`src/rtl/apu_mixer_if.sv`:
```
// Channel-sample and mixed-output bundle between the APU channels, the mixer and the PWM stage.
interface apu_mixer_if #(
    parameter int unsigned WIDTH_IN  = 4,
    parameter int unsigned OUT_WIDTH = 8
);
    logic                 sample_en;
    logic [WIDTH_IN-1:0]  pulse1_in;
    logic [WIDTH_IN-1:0]  pulse2_in;
    logic [WIDTH_IN-1:0]  tri_in;
    logic [WIDTH_IN-1:0]  noise_in;
    logic [11:0]          weight;
    logic [3:0]           mute;
    logic [OUT_WIDTH-1:0] mix_out;
    logic                 mix_valid;
    logic                 busy;
    logic                 overrun;

    // Channel/control side: drives samples, gains and the strobe.
    modport master (
        output sample_en, pulse1_in, pulse2_in, tri_in, noise_in, weight, mute,
        input  mix_out, mix_valid, busy, overrun
    );

    // Mixer side.
    modport slave (
        input  sample_en, pulse1_in, pulse2_in, tri_in, noise_in, weight, mute,
        output mix_out, mix_valid, busy, overrun
    );
endinterface

```
`src/rtl/apu_mixer.sv`:
```
// Weighted four-channel APU mixer: serial MAC, one-pole low-pass IIR, saturated output.
module apu_mixer #(
    parameter int unsigned WIDTH_IN     = 4,
    parameter int unsigned OUT_WIDTH    = 8,
    parameter int unsigned FILTER_SHIFT = 3
) (
    input  logic         clk,
    input  logic         reset,
    apu_mixer_if.slave   bus
);

    localparam int unsigned ACC_W  = WIDTH_IN + 5;
    localparam int unsigned Y_W    = ACC_W + FILTER_SHIFT;
    localparam int unsigned PROD_W = WIDTH_IN + 3;
    localparam int unsigned CMP_W  = (Y_W > OUT_WIDTH) ? Y_W : OUT_WIDTH;

    typedef enum logic [1:0] {
        IDLE = 2'd0,
        MAC  = 2'd1,
        FILT = 2'd2,
        OUT  = 2'd3
    } state_t;

    state_t               state;
    state_t               state_next;
    logic [1:0]           ch;
    logic [WIDTH_IN-1:0]  snap [4];
    logic [11:0]          weight_snap;
    logic [3:0]           mute_snap;
    logic [ACC_W-1:0]     acc;
    logic [Y_W-1:0]       y_full;

    logic [OUT_WIDTH-1:0] mix_reg;
    logic                 valid_reg;
    logic                 busy_reg;
    logic                 overrun_reg;

    logic                 busy_next;
    logic                 valid_next;
    logic                 overrun_next;

    logic [WIDTH_IN-1:0]  cur_sample;
    logic [2:0]           cur_weight;
    logic [PROD_W-1:0]    term;
    logic [Y_W-1:0]       y_full_next;
    logic [Y_W-1:0]       y_new;
    logic [OUT_WIDTH-1:0] mix_next;

    // State register.
    always_ff @(posedge clk) begin
        if (reset) begin
            state <= IDLE;
        end else begin
            state <= state_next;
        end
    end

    // Next-state: fixed IDLE -> MAC x4 -> FILT -> OUT sequence per strobe.
    always_comb begin
        state_next = state;
        case (state)
            IDLE:    if (bus.sample_en) state_next = MAC;
            MAC:     if (ch == 2'd3) state_next = FILT;
            FILT:    state_next = OUT;
            OUT:     state_next = IDLE;
            default: state_next = IDLE;
        endcase
    end

    // Output decode: next values of the registered status outputs.
    always_comb begin
        busy_next    = (state_next == MAC) || (state_next == FILT);
        valid_next   = (state == FILT);
        overrun_next = overrun_reg || (bus.sample_en && (state != IDLE));
    end

    // Datapath: current channel term, IIR update and saturation.
    always_comb begin
        cur_sample = snap[ch];
        case (ch)
            2'd0:    cur_weight = weight_snap[2:0];
            2'd1:    cur_weight = weight_snap[5:3];
            2'd2:    cur_weight = weight_snap[8:6];
            default: cur_weight = weight_snap[11:9];
        endcase
        term = mute_snap[ch] ? '0 : (PROD_W'(cur_sample) * PROD_W'(cur_weight));
        // True result always fits in Y_W bits, so modular arithmetic is exact.
        y_full_next = y_full + Y_W'(acc) - (y_full >> FILTER_SHIFT);
        y_new       = y_full_next >> FILTER_SHIFT;
        mix_next    = (CMP_W'(y_new) > CMP_W'({OUT_WIDTH{1'b1}})) ? '1 : OUT_WIDTH'(y_new);
    end

    // Snapshot, accumulator, filter state and registered outputs.
    always_ff @(posedge clk) begin
        if (reset) begin
            for (int i = 0; i < 4; i++) snap[i] <= '0;
            weight_snap <= '0;
            mute_snap   <= '0;
            ch          <= '0;
            acc         <= '0;
            y_full      <= '0;
            mix_reg     <= '0;
            valid_reg   <= 1'b0;
            busy_reg    <= 1'b0;
            overrun_reg <= 1'b0;
        end else begin
            busy_reg    <= busy_next;
            valid_reg   <= valid_next;
            overrun_reg <= overrun_next;
            case (state)
                IDLE: begin
                    if (bus.sample_en) begin
                        snap[0]     <= bus.pulse1_in;
                        snap[1]     <= bus.pulse2_in;
                        snap[2]     <= bus.tri_in;
                        snap[3]     <= bus.noise_in;
                        weight_snap <= bus.weight;
                        mute_snap   <= bus.mute;
                        acc         <= '0;
                        ch          <= '0;
                    end
                end
                MAC: begin
                    acc <= acc + ACC_W'(term);
                    ch  <= ch + 2'd1;
                end
                FILT: begin
                    y_full  <= y_full_next;
                    mix_reg <= mix_next;
                end
                default: ;
            endcase
        end
    end

    assign bus.mix_out   = mix_reg;
    assign bus.mix_valid = valid_reg;
    assign bus.busy      = busy_reg;
    assign bus.overrun   = overrun_reg;

endmodule

```
`src/flat_wrapper.sv`:
```
// flat-port wrapper written by rule: the top's interface ports become plain ports
module apu_mixer_flat 
#(
    parameter int unsigned WIDTH_IN     = 4,
    parameter int unsigned OUT_WIDTH    = 8,
    parameter int unsigned FILTER_SHIFT = 3
)
  (clk, reset, bus_sample_en, bus_pulse1_in, bus_pulse2_in, bus_tri_in, bus_noise_in, bus_weight, bus_mute, bus_mix_out, bus_mix_valid, bus_busy, bus_overrun);
  apu_mixer_if #(.WIDTH_IN(WIDTH_IN), .OUT_WIDTH(OUT_WIDTH)) bus_i ();
  input  logic clk;
  input  logic reset;
  input wire logic [$bits(bus_i.sample_en)-1:0] bus_sample_en;
  input wire logic [$bits(bus_i.pulse1_in)-1:0] bus_pulse1_in;
  input wire logic [$bits(bus_i.pulse2_in)-1:0] bus_pulse2_in;
  input wire logic [$bits(bus_i.tri_in)-1:0] bus_tri_in;
  input wire logic [$bits(bus_i.noise_in)-1:0] bus_noise_in;
  input wire logic [$bits(bus_i.weight)-1:0] bus_weight;
  input wire logic [$bits(bus_i.mute)-1:0] bus_mute;
  output wire logic [$bits(bus_i.mix_out)-1:0] bus_mix_out;
  output wire logic [$bits(bus_i.mix_valid)-1:0] bus_mix_valid;
  output wire logic [$bits(bus_i.busy)-1:0] bus_busy;
  output wire logic [$bits(bus_i.overrun)-1:0] bus_overrun;
  assign bus_i.sample_en = bus_sample_en;
  assign bus_i.pulse1_in = bus_pulse1_in;
  assign bus_i.pulse2_in = bus_pulse2_in;
  assign bus_i.tri_in = bus_tri_in;
  assign bus_i.noise_in = bus_noise_in;
  assign bus_i.weight = bus_weight;
  assign bus_i.mute = bus_mute;
  assign bus_mix_out = bus_i.mix_out;
  assign bus_mix_valid = bus_i.mix_valid;
  assign bus_busy = bus_i.busy;
  assign bus_overrun = bus_i.overrun;
  apu_mixer #(.WIDTH_IN(WIDTH_IN), .OUT_WIDTH(OUT_WIDTH), .FILTER_SHIFT(FILTER_SHIFT)) u_core (.clk(clk), .reset(reset), .bus(bus_i));
endmodule
```
`config.mk`:
```
export PLATFORM = sky130hd
export DESIGN_NAME = apu_mixer_flat
export DESIGN_NICKNAME = d
export VERILOG_FILES = /design/src/rtl/apu_mixer_if.sv /design/src/rtl/apu_mixer.sv /design/src/flat_wrapper.sv
export SDC_FILE = /design/constraint.sdc
export NUM_CORES = 1
export LEC_CHECK = 0
export ABC_CLOCK_PERIOD_IN_PS = 6500
export CAP_MARGIN = 10
export CORE_MARGIN = 2
export CORE_UTILIZATION = 32
export DETAILED_ROUTE_END_ITERATION = 10
export PLACE_DENSITY = 0.57
export SLEW_MARGIN = 20
export SYNTH_ARGS = -nofsm -noshare
export SYNTH_HDL_FRONTEND = slang
export SYNTH_SLANG_ARGS = --single-unit
```
`constraint.sdc`:
```
create_clock -name clk -period 6.5 [get_ports clk]
set_input_delay 1.95 -clock clk [delete_from_list [all_inputs] [get_ports clk]]
set_output_delay 1.95 -clock clk [all_outputs]
set_load 0.02 [all_outputs]
```
==> flow_metrics.tcl <==
set metrics [dict create \
    setup_ws_ns 2.16 \
    synth_ff_type "dfxtp_1" \
    cts-root-buf "clkbuf_16" \
    yosys_warnings 0 \
    maxSlewViolCount 0 \
    grt.total_usage_pct 13.1 \
    drive_gt1_share_pct 6.28 \
    slowest_delay_ns 0.55 \
    clkSlewWorstSetupHoldPaths_ns 0.06 \
    synthArstFlopShare_pct 0 \
    cts_resized 0 \
    arrival_ns 4.56 \
    dpl.cell_count 630 \
    dp_worst_setup_slack_ns 1.95 \
    min_path_type "reg2reg" \
    htreeDepth 3 \
    cts_setup_buffers 0 \
    rows 40 \
    end_kind "flop" \
    critPathSlowestCell "fa_1" \
    cts-buffers-inserted 9 \
    cap_violations 0 \
    ys_ff_latch 70 \
    relSlewSlack_pct 32.9 \
    vias 3097 \
    core_area_sq_um 12100 \
    startpoint_type "flop" \
    placed_cell_area_sq_um 4610 \
    netlist_instances 435 \
    post-route-min-period_ns 4.34 \
    die_area_sq_um 13500 \
    finalHoldViolCount 0 \
    io_pins 46 \
    setup_tns_ns 0 \
    utilization_pct 40.9 \
    cts_tree "built" \
    layout_commonest_cell "dfxtp_1" \
    p_leak_nw 2.05 \
    drc 0 \
    grt_pass1_wl_um 13900 \
    crit_chain "ha_1, mux2i_1, nand2_1, fa_1, inv_1, ha_1, fa_1, nor2b_1, ha_1, inv_1, o21bai_1, a211oi_1, nor3b_1, o211ai_1, mux2_2" \
    period_share_pct 66.8 \
    chipHeight_um 116 \
    critPathRequiredTime_ns 6.72 \
    dr.pass1.iters 4 \
    io_buffers 45 \
    first_global_vias 3075 \
    wl_per_cell_um 12.8 \
    drt-initial-drc-count 176 \
    reg_top3 "u_core.snap: 16 flops, u_core.weight_snap: 12 flops, u_core.y_full: 12 flops" \
    antenna_found_initial 0 \
    vdd_ir_drop_max_mv 0.0961 \
    synth_nets 512 \
    dieWidth_um 116 \
    synth_area_sq_um 4010 \
    via_per_inst 4.79 \
    crit_top_cell "ha_1" \
    syn2layout_area_growth_pct 23.4 \
    synth_edf_count 16 \
    cts_hold_buf 0 \
    fin_cells 646 \
    crit_fanout 5 \
    setup_viol 0 \
    grt_max_degree 42 \
    whs_ns 0.453 \
    largest-register "u_core.snap" \
    nNetsFinal 550 \
    yosysSeqAreaShare_pct 38.9 \
    diodes 0 \
    largest_reg_flops 16 \
    hpwl_um 6010 \
    final_antenna_net_count 0 \
    cts.sinks 70 \
    synth.avg_cell_area_sq_um 9.22 \
    totalWireLength_um 8270 \
    power.total_mw 1.18 \
    final_cell_mix "dfxtp_1, inv_1, nand2_1" \
    outcome "complete, no violations" \
    synth.distinct_cells 50 \
    clock_skew_ns 0.00601 \
    design_area_sq_um 4950 \
    crit_type "reg2reg" \
    place_congestion 0.792 \
    rsz0062_at_grt "no" \
    worstMarginPinSlew_ns 1.01 \
    clock_path_buffers 2 \
    final.fill_count 1201 \
    powerDensity_nw_per_um2 238 \
    initial_core_util_pct 33.1 \
    fmax_mhz 230 \
    gr-total-overflow 0 \
    insertion_delay_ns 0.34 \
]
==> path summary, 6_finish.rpt <==
kind | startpoint | endpoint | slack, ns | cells after the start
setup / recovery | u_core.ch[1] | u_core.acc[8] | 2.16 | 15
hold / removal | u_core.bus.overrun | u_core.bus.overrun | 0.45 | 2
setup reg to reg | u_core.ch[1] | u_core.acc[8] | 2.16 | 15
hold reg to reg | u_core.bus.overrun | u_core.bus.overrun | 0.45 | 2
==> cell type report <==
type / instances / area [sq um] / share of cell area, %
clock buffer: 12 / 259 / 5.23
sequential: 70 / 1560 / 31.5
clock inverter: 4 / 77.6 / 1.57
tap: 168 / 210 / 4.25
timing repair buffer: 47 / 465 / 9.40
inverter: 52 / 195 / 3.94
multi-input combinational: 293 / 2180 / 44.1
==> power by group <==
part / internal, mW / switching (mW)
combinational: 0.0710 / 0.0817
sequential: 0.464 / 0.0105
clock: 0.362 / 0.188
total: 0.897 / 0.280
==> Yosys cell counts, types with 2 or more instances <==
cell	instances	area [sq um]
a211oi_1	5	37.5
a21o_1	5	37.5
a21oi_1	34	170
a21oi_2	2	17.5
a222oi_1	3	30.0
a22oi_1	6	45.0
a31o_2	2	17.5
a31oi_1	8	50.1
and2_1	9	56.3
and3_1	16	100
buf_1	2	7.51
clkbuf_1	18	67.6
dfxtp_1	54	1080
edfxtp_1	16	480
fa_1	13	260
ha_1	29	363
inv_1	52	195
mux2i_1	4	40.0
mux4_2	5	113
nand2_1	49	184
nand2b_1	4	25.0
nand3_1	6	30.0
nor2_1	23	86.3
nor2b_1	6	37.5
nor3_1	5	25.0
o2111ai_1	2	17.5
o211ai_1	3	22.5
o21ai_0	18	90.1
o21bai_1	4	30.0
xnor2_1	4	35.0
xor2_1	9	78.8
==> metal layers <==
layer	routed length [um]	vias up	track usage (%)
met5	0	-	0
met4	150	0	5.71
met3	315	11	2.88
met2	3890	56	20.8
met1	3910	1456	17.3
li1	-	1574	-
==> logic make-up (layout without fill, tap and decap cells) <==
family / count (synthesis) / count (layout) / share of synthesized area, %
adders and majority gates: 42 / 42 / 15.5
DFF: 70 / 70 / 38.9
xor gates and xnor gates: 14 / 14 / 3.52
AOI/OAI and AO/OA: 104 / 104 / 16.7
buffers and inverters: 72 / 115 / 6.74
muxes: 10 / 10 / 4.08
and+or+nand+nor: 123 / 123 / 14.5
==> critical path: cells and delay by family, from the launching register on <==
family	cells	cell delay, ns
adder cells (fa/ha/maj)	5	1.81
multiplexers	2	0.81
AO/OA/AOI/OAI	3	0.68
buffers and inverters	2	0.13
flip-flops	1	0.42
AND/OR/NAND/NOR	3	0.38
Power figures use the tool's default switching activity.
